==> config.mk <==
export PLATFORM = sky130hd
export DESIGN_NAME = alu4_bist_flat
export DESIGN_NICKNAME = d
export VERILOG_FILES = /design/src/rtl/alu4_pkg.sv /design/src/rtl/alu4_bist_if.sv /design/src/rtl/alu4_bist_ctrl.sv /design/src/rtl/alu4_bist.sv /design/src/flat_wrapper.sv
export SDC_FILE = /design/constraint.sdc
export NUM_CORES = 1
export LEC_CHECK = 0
export ABC_AREA = 1
export CORE_MARGIN = 2
export CORE_UTILIZATION = 45
export CTS_BUF_LIST = sky130_fd_sc_hd__clkbuf_8
export DETAILED_ROUTE_END_ITERATION = 6
export HOLD_SLACK_MARGIN = 0.05
export PLACE_DENSITY_LB_ADDON = 0.15
export SLEW_MARGIN = 10
export SYNTH_ARGS = -nofsm -noshare
export SYNTH_HDL_FRONTEND = slang
export SYNTH_SLANG_ARGS = --single-unit
==> constraint.sdc <==
create_clock -name CLK_in -period 3.9 [get_ports CLK_in]
set_input_delay 0.39 -clock CLK_in [delete_from_list [all_inputs] [get_ports CLK_in]]
set_output_delay 0.39 -clock CLK_in [all_outputs]
set_load 0.03 [all_outputs]
==> src/rtl/alu4_pkg.sv <==
// alu4_pkg: shared definitions for the 4-bit ALU, its BIST engine and bench.
//   DW            data width of the ALU operands/result
//   OP_*          SEL encodings
//   bist_st_e     BIST controller state encoding
//   alu4_expect() golden model of the ALU (results mod 16)
package alu4_pkg;

  localparam int DW    = 4;
  localparam int IDX_W = 2 + 2 * DW;       // {SEL, A, B}
  localparam int ERR_W = IDX_W + 1;        // holds 0..1024

  localparam logic [1:0] OP_ADD = 2'd0;
  localparam logic [1:0] OP_SUB = 2'd1;
  localparam logic [1:0] OP_AND = 2'd2;
  localparam logic [1:0] OP_OR  = 2'd3;

  typedef enum logic [1:0] {
    ST_IDLE = 2'd0,
    ST_RUN  = 2'd1,
    ST_FIN  = 2'd2
  } bist_st_e;

  function automatic logic [DW-1:0] alu4_expect(input logic [1:0]    sel,
                                                input logic [DW-1:0] a,
                                                input logic [DW-1:0] b);
    logic [DW-1:0] r;
    case (sel)
      OP_ADD:  r = a + b;
      OP_SUB:  r = a - b;
      OP_AND:  r = a & b;
      default: r = a | b;
    endcase
    return r;
  endfunction

endpackage

==> src/rtl/alu4_bist_if.sv <==
// alu4_bist_if: operand/result bus between the BIST engine and the ALU.
//   A_out, B_out, SEL_out  operands and opcode driven by the BIST (master)
//   Y_in                   combinational ALU result returned to the BIST
interface alu4_bist_if;
  import alu4_pkg::*;

  logic [DW-1:0] A_out;
  logic [DW-1:0] B_out;
  logic [1:0]    SEL_out;
  logic [DW-1:0] Y_in;

  modport master (output A_out, B_out, SEL_out, input  Y_in);
  modport slave  (input  A_out, B_out, SEL_out, output Y_in);
endinterface

==> src/rtl/alu4_bist_ctrl.sv <==
// alu4_bist_ctrl: sweep sequencer for the ALU BIST.
//   clk_i, rst_ni  clock, async active-low reset
//   start_i        level start request (accepted in IDLE/FIN only)
//   idx_o          current vector {SEL,A,B}; registered, drives the ALU
//   cmp_en_o       high during the last hold cycle of a vector
//   last_o         cmp_en_o for vector 1023
//   clr_o          high in the cycle a new sweep is accepted
//   busy_o/done_o  registered status
module alu4_bist_ctrl
  import alu4_pkg::*;
#(
  parameter int SETTLE = 0
) (
  input  logic             clk_i,
  input  logic             rst_ni,
  input  logic             start_i,
  output logic [IDX_W-1:0] idx_o,
  output logic             cmp_en_o,
  output logic             last_o,
  output logic             clr_o,
  output logic             busy_o,
  output logic             done_o
);

  localparam int SW = (SETTLE > 0) ? $clog2(SETTLE + 1) : 1;
  localparam logic [SW-1:0]    SET_MAX = SW'(SETTLE);
  localparam logic [IDX_W-1:0] IDX_MAX = '1;

  bist_st_e         state_q;
  logic [IDX_W-1:0] idx_q;
  logic [SW-1:0]    set_q;
  logic             busy_q, done_q;

  assign cmp_en_o = (state_q == ST_RUN) && (set_q == SET_MAX);
  assign last_o   = cmp_en_o && (idx_q == IDX_MAX);
  assign clr_o    = (state_q != ST_RUN) && start_i;
  assign idx_o    = idx_q;
  assign busy_o   = busy_q;
  assign done_o   = done_q;

  always_ff @(posedge clk_i or negedge rst_ni) begin
    if (!rst_ni) begin
      state_q <= ST_IDLE;
      idx_q   <= '0;
      set_q   <= '0;
      busy_q  <= 1'b0;
      done_q  <= 1'b0;
    end else begin
      case (state_q)
        ST_RUN: begin
          if (set_q == SET_MAX) begin
            set_q <= '0;
            idx_q <= idx_q + IDX_W'(1);   // wraps to 0 after 1023
            if (idx_q == IDX_MAX) begin
              state_q <= ST_FIN;
              busy_q  <= 1'b0;
              done_q  <= 1'b1;
            end
          end else begin
            set_q <= set_q + SW'(1);
          end
        end
        default: begin                    // IDLE and FIN behave alike on START
          if (start_i) begin
            state_q <= ST_RUN;
            idx_q   <= '0;
            set_q   <= '0;
            busy_q  <= 1'b1;
            done_q  <= 1'b0;
          end
        end
      endcase
    end
  end

endmodule

==> src/rtl/alu4_bist.sv <==
// alu4_bist: exhaustive self-test of the 4-bit ALU alu4_s1.
//   CLK_in, RST_N_in  clock, async active-low reset
//   START_in          level start request
//   alu               operand/result bus to the ALU (master side)
//   BUSY, DONE, PASS  sweep status; PASS = DONE with no mismatches
//   ERR_CNT           mismatching vectors seen in the current/last sweep
//   FAIL_VEC, FAIL_Y  {SEL,A,B} and Y of the first mismatch (0 if none)
module alu4_bist
  import alu4_pkg::*;
#(
  parameter int SETTLE = 0
) (
  input  logic             CLK_in,
  input  logic             RST_N_in,
  input  logic             START_in,
  alu4_bist_if.master      alu,
  output logic             BUSY,
  output logic             DONE,
  output logic             PASS,
  output logic [ERR_W-1:0] ERR_CNT,
  output logic [IDX_W-1:0] FAIL_VEC,
  output logic [DW-1:0]    FAIL_Y
);

  logic [IDX_W-1:0] idx;
  logic             cmp_en, last, clr;

  alu4_bist_ctrl #(.SETTLE(SETTLE)) u_ctrl (
    .clk_i    (CLK_in),
    .rst_ni   (RST_N_in),
    .start_i  (START_in),
    .idx_o    (idx),
    .cmp_en_o (cmp_en),
    .last_o   (last),
    .clr_o    (clr),
    .busy_o   (BUSY),
    .done_o   (DONE)
  );

  // idx is already a register, so the ALU operands are registered copies.
  assign alu.SEL_out = idx[IDX_W-1 -: 2];
  assign alu.A_out   = idx[2*DW-1 -: DW];
  assign alu.B_out   = idx[DW-1:0];

  logic [ERR_W-1:0] err_q, err_d;
  logic [IDX_W-1:0] fvec_q, fvec_d;
  logic [DW-1:0]    fy_q, fy_d;
  logic             ff_q, ff_d;      // first mismatch already captured
  logic             pass_q, pass_d;
  logic             mism;

  assign mism = cmp_en &&
                (alu.Y_in != alu4_expect(alu.SEL_out, alu.A_out, alu.B_out));

  always_comb begin
    err_d  = err_q;
    fvec_d = fvec_q;
    fy_d   = fy_q;
    ff_d   = ff_q;
    pass_d = pass_q;
    if (clr) begin
      err_d  = '0;
      fvec_d = '0;
      fy_d   = '0;
      ff_d   = 1'b0;
      pass_d = 1'b0;
    end else begin
      if (mism) begin
        err_d = err_q + ERR_W'(1);
        if (!ff_q) begin
          fvec_d = idx;
          fy_d   = alu.Y_in;
          ff_d   = 1'b1;
        end
      end
      // PASS is settled on the same edge that raises DONE.
      if (last) pass_d = (err_d == '0);
    end
  end

  always_ff @(posedge CLK_in or negedge RST_N_in) begin
    if (!RST_N_in) begin
      err_q  <= '0;
      fvec_q <= '0;
      fy_q   <= '0;
      ff_q   <= 1'b0;
      pass_q <= 1'b0;
    end else begin
      err_q  <= err_d;
      fvec_q <= fvec_d;
      fy_q   <= fy_d;
      ff_q   <= ff_d;
      pass_q <= pass_d;
    end
  end

  assign ERR_CNT  = err_q;
  assign FAIL_VEC = fvec_q;
  assign FAIL_Y   = fy_q;
  assign PASS     = pass_q;

endmodule
==> src/flat_wrapper.sv <==
// flat-port wrapper written by rule: the top's interface ports become plain ports
module alu4_bist_flat import alu4_pkg::*;
#(
  parameter int SETTLE = 0
)
  (CLK_in, RST_N_in, START_in, BUSY, DONE, PASS, ERR_CNT, FAIL_VEC, FAIL_Y, alu_A_out, alu_B_out, alu_SEL_out, alu_Y_in);
  alu4_bist_if alu_i ();
  input  logic CLK_in;
  input  logic RST_N_in;
  input  logic START_in;
  output logic BUSY;
  output logic DONE;
  output logic PASS;
  output logic [ERR_W-1:0] ERR_CNT;
  output logic [IDX_W-1:0] FAIL_VEC;
  output logic [DW-1:0] FAIL_Y;
  output wire logic [$bits(alu_i.A_out)-1:0] alu_A_out;
  output wire logic [$bits(alu_i.B_out)-1:0] alu_B_out;
  output wire logic [$bits(alu_i.SEL_out)-1:0] alu_SEL_out;
  input wire logic [$bits(alu_i.Y_in)-1:0] alu_Y_in;
  assign alu_A_out = alu_i.A_out;
  assign alu_B_out = alu_i.B_out;
  assign alu_SEL_out = alu_i.SEL_out;
  assign alu_i.Y_in = alu_Y_in;
  alu4_bist #(.SETTLE(SETTLE)) u_core (.CLK_in(CLK_in), .RST_N_in(RST_N_in), .START_in(START_in), .alu(alu_i), .BUSY(BUSY), .DONE(DONE), .PASS(PASS), .ERR_CNT(ERR_CNT), .FAIL_VEC(FAIL_VEC), .FAIL_Y(FAIL_Y));
endmodule
Word-level counts from Yosys, hierarchy flattened
Index checks and enable logic that the tools add are counted.
{"block": "classes", "bitwise": 3, "n_reduce_logical": 12, "mux": 31, "n_addsub": 5, "shifts": 0, "n_eq_ne": 9, "multipliers": 0, "n_lt_le_gt_ge": 0, "div": 0}
{"operator": "10-bit two-way mux", "count": 6}
{"operator": "11-bit two-way mux", "count": 3}
{"operator": "1-bit two-way mux", "count": 14}
{"operator": "4-bit two-way mux", "count": 3}
{"operator": "4-bit case mux with 3 select lines", "count": 1}
{"operator": "11-bit by 1-bit adder with 11-bit output, second input constant", "count": 1}
{"operator": "11-bit logical NOT", "count": 1}
{"operator": "10-bit by 1-bit adder with 10-bit output, second input constant", "count": 1}
{"operator": "10-bit == test, second input constant", "count": 1}
{"operator": "2-bit two-way mux", "count": 4}
{"operator": "2-bit by 1-bit inequality test with 1-bit output, second input constant", "count": 3}
{"operator": "2-bit nonzero test", "count": 3}
{"operator": "4-bit adder", "count": 1}
{"operator": "4-bit AND", "count": 1}
{"operator": "2-bit by 1-bit == test with 1-bit output, second input constant", "count": 2}
{"operator": "1-bit logical AND", "count": 4}
{"operator": "4-bit inequality test", "count": 1}
{"operator": "4-bit OR", "count": 1}
{"operator": "2-bit AND reduction", "count": 2}
{"operator": "4-bit subtractor", "count": 1}
{"operator": "3-bit AND reduction", "count": 1}
{"operator": "2-bit == test, second input constant", "count": 1}
{"operator": "2-bit logical NOT", "count": 1}
{"operator": "2-bit inequality test, second input constant", "count": 1}
{"operator": "other kinds (2)", "count": 2}
{"block": "word_totals", "latchBits": 0, "word_cells": 70, "output_inout_bits": 38, "romBits": 0, "input_bits": 7, "register_bits": 42, "ramBits": 0, "memories": 0}

Longest topological paths before layout
{"block": "depth", "word_depth": 9, "depth_mapped": 23, "mapped_depth_nobuf": 22}

By module
From an unflattened synthesis, not the netlist that was laid out.
{"block": "unflattened", "hier_cells": 328, "area_unflattened_um2": 2453.6}
{"module": "alu4_bist", "seq_area_each_um2": 675.6, "area_per_inst_um2": 1806.7, "instances": 1, "cells_each": 238}
{"module": "alu4_bist_ctrl", "seq_area_each_um2": 300.3, "area_per_inst_um2": 646.9, "instances": 1, "cells_each": 90}

Worst setup path before layout
OpenSTA, ideal clock, no wires.
{"block": "synth_path", "kind": "register to register", "startpoint": "reg u_core.u_ctrl.idx_q[0] (netlist: u_core.u_ctrl.idx_o[0])", "endpoint": "reg u_core.pass_q (netlist: u_core.PASS)", "path_slack_ns": 0.788, "arrival_time_ns": 2.994, "synth_period_minus_slack_ns": 3.112, "required_time_ns": 3.783, "path_stages_with_launch": 20, "setup_ns": 0.117, "path_buffers": 1, "cell_sequence": "dfrtp_1 > inv_1 > ha_1 > nand2_1 > o21ai_0 > fa_1 > or2_2 > nand4_1 > nand3_2 > nor2_2 > nand3_4 > nand2_4 > buf_6 > nand2_1 > o21ai_1 > inv_1 > nand2_1 > nor2_1 > nand2_1 > nand2_1"}
{"block": "synth_via", "elab_chain_len": 9, "word_cells_on_any_way": 15, "cone_classes": "2 x add/sub; 2 x eq/ne; 5 x mux; 2 x bitwise; 4 x reduce/logical"}
{"item": "start, declared", "line_no": "alu4_bist_ctrl.sv:30", "source": "logic [IDX_W-1:0] idx_q;"}
{"item": "start signal, assigned", "line_no": "alu4_bist_ctrl.sv:53", "source": "idx_q <= idx_q + IDX_W'(1);"}
{"item": "4-bit subtractor (tied with other cells)", "line_no": "alu4_pkg.sv:29", "source": "OP_SUB: r = a - b;"}
{"item": "4-bit case mux with 3 select lines", "line_no": "alu4_pkg.sv:27", "source": "case (sel)"}
{"item": "4-bit inequality test", "line_no": "alu4_bist.sv:53", "source": "(alu.Y_in != alu4_expect(alu.SEL_out, alu.A_out, alu.B_out));"}
{"item": "1-bit logical AND", "line_no": "alu4_bist.sv:52", "source": "assign mism = cmp_en &&"}
{"item": "11-bit two-way mux", "line_no": "alu4_bist.sv:68", "source": "if (mism) begin"}
{"item": "11-bit two-way mux", "line_no": "alu4_bist.sv:61", "source": "if (clr) begin"}
{"item": "11-bit logical NOT", "line_no": "alu4_bist.sv:77", "source": "if (last) pass_d = (err_d == '0);"}
{"item": "1-bit two-way mux", "line_no": "alu4_bist.sv:77"}
{"item": "1-bit two-way mux", "line_no": "alu4_bist.sv:61"}
{"item": "end signal, assigned", "line_no": "alu4_bist.sv:93", "source": "pass_q <= pass_d;"}
{"item": "end, declared", "line_no": "alu4_bist.sv:49", "source": "logic pass_q, pass_d;"}
Several ways; a longest one is shown, not always the timed one. The select of a mux whose other input is x is not followed.
A chain may end at the register's enable or synchronous reset.

Final worst setup path
{"block": "layout_path", "startpoint": "reg u_core.u_ctrl.idx_q[0] (netlist: u_core.u_ctrl.idx_o[0])", "endpoint": "reg u_core.fvec_q[1] (netlist: u_core.FAIL_VEC[1])"}
{"block": "layout_via", "elab_chain_len": 6, "word_cells_on_any_way": 9, "cone_classes": "2 x add/sub; 1 x eq/ne; 1 x mux; 2 x bitwise; 3 x reduce/logical"}
{"item": "4-bit subtractor (tied with other cells)", "line_no": "alu4_pkg.sv:29"}
{"item": "4-bit case mux with 3 select lines (*)", "line_no": "alu4_pkg.sv:27"}
{"item": "4-bit inequality test (*)", "line_no": "alu4_bist.sv:53"}
{"item": "1-bit logical AND (*)", "line_no": "alu4_bist.sv:52"}
{"item": "2-bit nonzero test (no source line) (*)"}
{"item": "2-bit AND reduction (no source line) (*)"}
{"item": "end signal, assigned", "line_no": "alu4_bist.sv:90", "source": "fvec_q <= fvec_d;"}
{"item": "end, declared", "line_no": "alu4_bist.sv:46", "source": "logic [IDX_W-1:0] fvec_q, fvec_d;"}
Every way passes the cells marked *; elsewhere a longest branch is shown, timed or not.

==> metrics.md <==
| Metric | Value |
|---|---|
| Core area | 5075 um^2 |
| Pwr per Cell Area | 738.9 nW/um^2 |
| Yosys cell types | 33 |
| Placer Congestion | 0.9157 |
| YS warnings | 0 |
| Commonest cells in the netlist | nand2_1 (79), dfrtp_1 (39), inv_1 (32) |
| Worst Path Required | 4100 ps |
| Latest clock arrival within the worst-skew pair | 290 ps |
| Avg Cell Area, Syn | 7.903 um^2 |
| DRC Markers | 0 |
| Vias in the first global route | 1967 |
| Worst hold margin | 221.7 ps |
| Slew headroom | 0.4016 |
| 1st-pass router iterations | 4 |
| Post-Place Setup Slack | 636.8 ps |
| Synth top area cells | dfrtp_1 (42%), nand2_1 (13%), inv_1 (5.1%) |
| Final Hold Viols | 0 |
| Net Switching | 0.9976 mW |
| LEAKAGE | 1.419 nW |
| Die Wd | 76.22 um |
| Crit. Startpoint | u_core.u_ctrl.idx_o[0] |
| Max cap viols | 0 |
| Max clock buf depth | 2 |
| Endpoints failing setup | 0 |
| Routed WL per cell | 12.90 um |
| Crit Path Category | reg2reg |
| Post-Synthesis Cell Area | 2347 um^2 |
| Count leader, synth | nand2_1 |
| Clk pwr share | 0.163 |
| Post-DR vias/cell | 4.928 |
| Antenna violations before repair | 0 |
| Logic pwr share | 0.535 |
| Port Buffers | 44 |
| Post-CTS setup repair buffer count | 0 |
| Highest ir drop seen on vdd | 0.0005085 V |
| Post-Synthesis Cells | 297 |
| Fmax | 306.8 MHz |
| Status | finished, final reports clean |
| Slew Viols, Final | 0 |
| Setup ws final | 640.1 ps |
| Routed via count | 2050 |
| EDFF count, synth | 0 |
| # IOs | 45 |
| Yosys reg bits | 39 |
| Fill cells | 507 |
| Post-CTS sizing | 0 |
| First-pass GRT wire length | 9066 um |
| End of the worst register-to-register path | u_core.FAIL_VEC[1] |
| Final nets | 361 |
| Total Routing Usage GR | 0.1911 |
| CP Capture Point | u_core.FAIL_VEC[1] |
| Arr. time, crit path | 3460 ps |
| CTS Root Cell | clkbuf_8 |
| Crit Path Max Fanout | 17 |
| Period utilization | 0.8359 |
| Setup_tns | 0 ps |
| Clock tree from TritonCTS | done |
| Worst setup EP type | register |
| R2R cell count | 17 |
| CTS Buf Count | 5 |
| Die H | 76.22 um |
| Seq pwr share | 0.302 |
| Sw frac | 0.4560 |
| DRT iter0 DRCs | 88 |
| Reg2Reg Setup Slack | 640 ps |
| Final HPWL DP | 3975 um |
| Critical R2R Launch | u_core.u_ctrl.idx_o[0] |
| Largest net degree at the start of global routing | 40 |
| Ant diodes | 0 |
| Syn Nets | 313 |
| Leading area contributor after synthesis | dfrtp_1 |
| Register area share after synthesis | 0.4158 |
| Worst min-delay path category | in2async |
| CTS Hold Bufs | 0 |
| Unrepaired setup endpoints after global routing | false |
| Internal | 1.190 mW |
| CTS Sinks | 39 |
| Dominant synthesized flop cell | dfrtp_1 |
| Initial core utilization | 0.4625 |
| Maximum level of the CTS H-tree | 2 |
| FFs w/ async S/R, synth | 1.000 |
| Die area | 5809 um^2 |
| Top cell type's share of synthesized area | 0.4158 |
| Floorplan row count | 26 |
| Power, Total | 2.187 mW |
| Post-route ant nets | 0 |
| Layout cells sized above 1 | 0.1156 |
| Total Wirelength | 5367 um |
| Final setup skew | 7.371 ps |
| Worst-Margin Slew | 897.6 ps |
| Startpoint Class | register |
| P&R area growth vs syn | 26.12% |
| Clock-pin slew on the worst setup and hold paths | 80 ps |
| Overflow after GRT | 0 |
| Period minus WS final | 3260 ps |
## through the flow
step / util / cell area (um^2) / instances
2_1_floorplan: - / 2347 / 297
4_1_cts: 0.5833 / 2960 / 416
6_report: 0.5833 / 2960 / 416
3_5_place_dp: 0.5594 / 2839 / 408
5_1_grt: 0.5833 / 2960 / 416
3_3_place_gp: 0.5594 / 2839 / 408
## sequential cells by signal, summed over array words and instances, names as in the netlist
name / count
u_core.ERR_CNT: 11
u_core.FAIL_VEC: 10
u_core.FAIL_Y: 4
u_core.PASS: 1
u_core.ff_q: 1
u_core.u_ctrl.idx_o: 10
u_core.u_ctrl.state_q: 2
## layout make-up
cell class / count / area, um^2 / share of cell area
well taps: 70 / 87.58 / 0.02959
flip-flops and latches: 39 / 975.9 / 0.3297
clock inverters: 2 / 38.79 / 0.01310
inverters: 36 / 140.1 / 0.04734
clock buffers: 6 / 82.58 / 0.02790
multi-input cells: 218 / 1192 / 0.4028
repair buffers: 45 / 442.9 / 0.1496
## power by group through the flow
stage / registers (mW) / clock network (mW) / logic (mW)
floorplan: 0.841 / 0 / 0.613
global placement: 0.666 / 0 / 1.15
detailed placement: 0.665 / 0 / 1.16
CTS: 0.658 / 0.365 / 1.17
global route: 0.681 / 0.379 / 1.30
finish: 0.661 / 0.356 / 1.17
## worst max-delay path: stages, from the launching register on
cell and delay [ps]:
dfrtp_1 430, inv_1 220, ha_1 290, nand2_1 70
o21ai_0 130, fa_1 470, or2_2 290, nand4_1 100
nand3_2 80, nor2_2 150, nand3_4 160, nand2_4 200
nor2_4 80, inv_4 90, nand2_2 70, inv_4 190
nand2_1 70, o21ai_0 80
## routing by layer
layer	routed length [um]	track usage	share of wire
met5	0	0	0
met4	84	0.06364	0.016
met3	216	0.03910	0.040
met2	2562	0.3168	0.48
met1	2504	0.2502	0.47
## worst min-delay path by stage
stage	cells past startpoint	end	from
global placement	2	u_core.FAIL_VEC[2]	u_core.FAIL_VEC[2]
global route	1	u_core.FAIL_VEC[2]	RST_N_in
finish	1	u_core.FAIL_VEC[2]	RST_N_in
CTS	1	u_core.FAIL_VEC[2]	RST_N_in
floorplan	0	u_core.ERR_CNT[0]	RST_N_in
detailed placement	2	u_core.FAIL_Y[3]	u_core.FAIL_Y[3]
## kinds of logic after synthesis
logic type	count (synthesis)	synth area share
xor gates and xnor gates	11	0.04105
AOI/OAI and AO/OA	39	0.09542
DFF	39	0.4158
buffers and inverters	40	0.07623
and+or+nand+nor	159	0.3204
adders and majority gates	9	0.05117
## layout by cell type, fill, tap and decap left out
master	instances
xor2_1	8
nand4_1	3
clkdlybuf4s50_1	43
nand3_2	2
nor2_2	1
nand2_2	10
nor2_4	3
clkbuf_8	6
nor2_1	25
o21ai_0	16
inv_2	2
a21oi_1	13
nand3b_1	7
inv_1	32
dfrtp_1	39
or2_2	2
nand3_4	1
o21ai_2	5
buf_2	1
fa_1	1
xnor2_1	3
nor4_1	1
o21ai_1	2
buf_4	1
a22o_2	1
nand3_1	19
bufinv_16	1
nor3_1	5
nand2_1	79
ha_1	8
a22oi_1	1
inv_4	2
inv_6	1
nand2_4	1
o31ai_1	1
No activity file was read; power rests on OpenSTA's default activity.
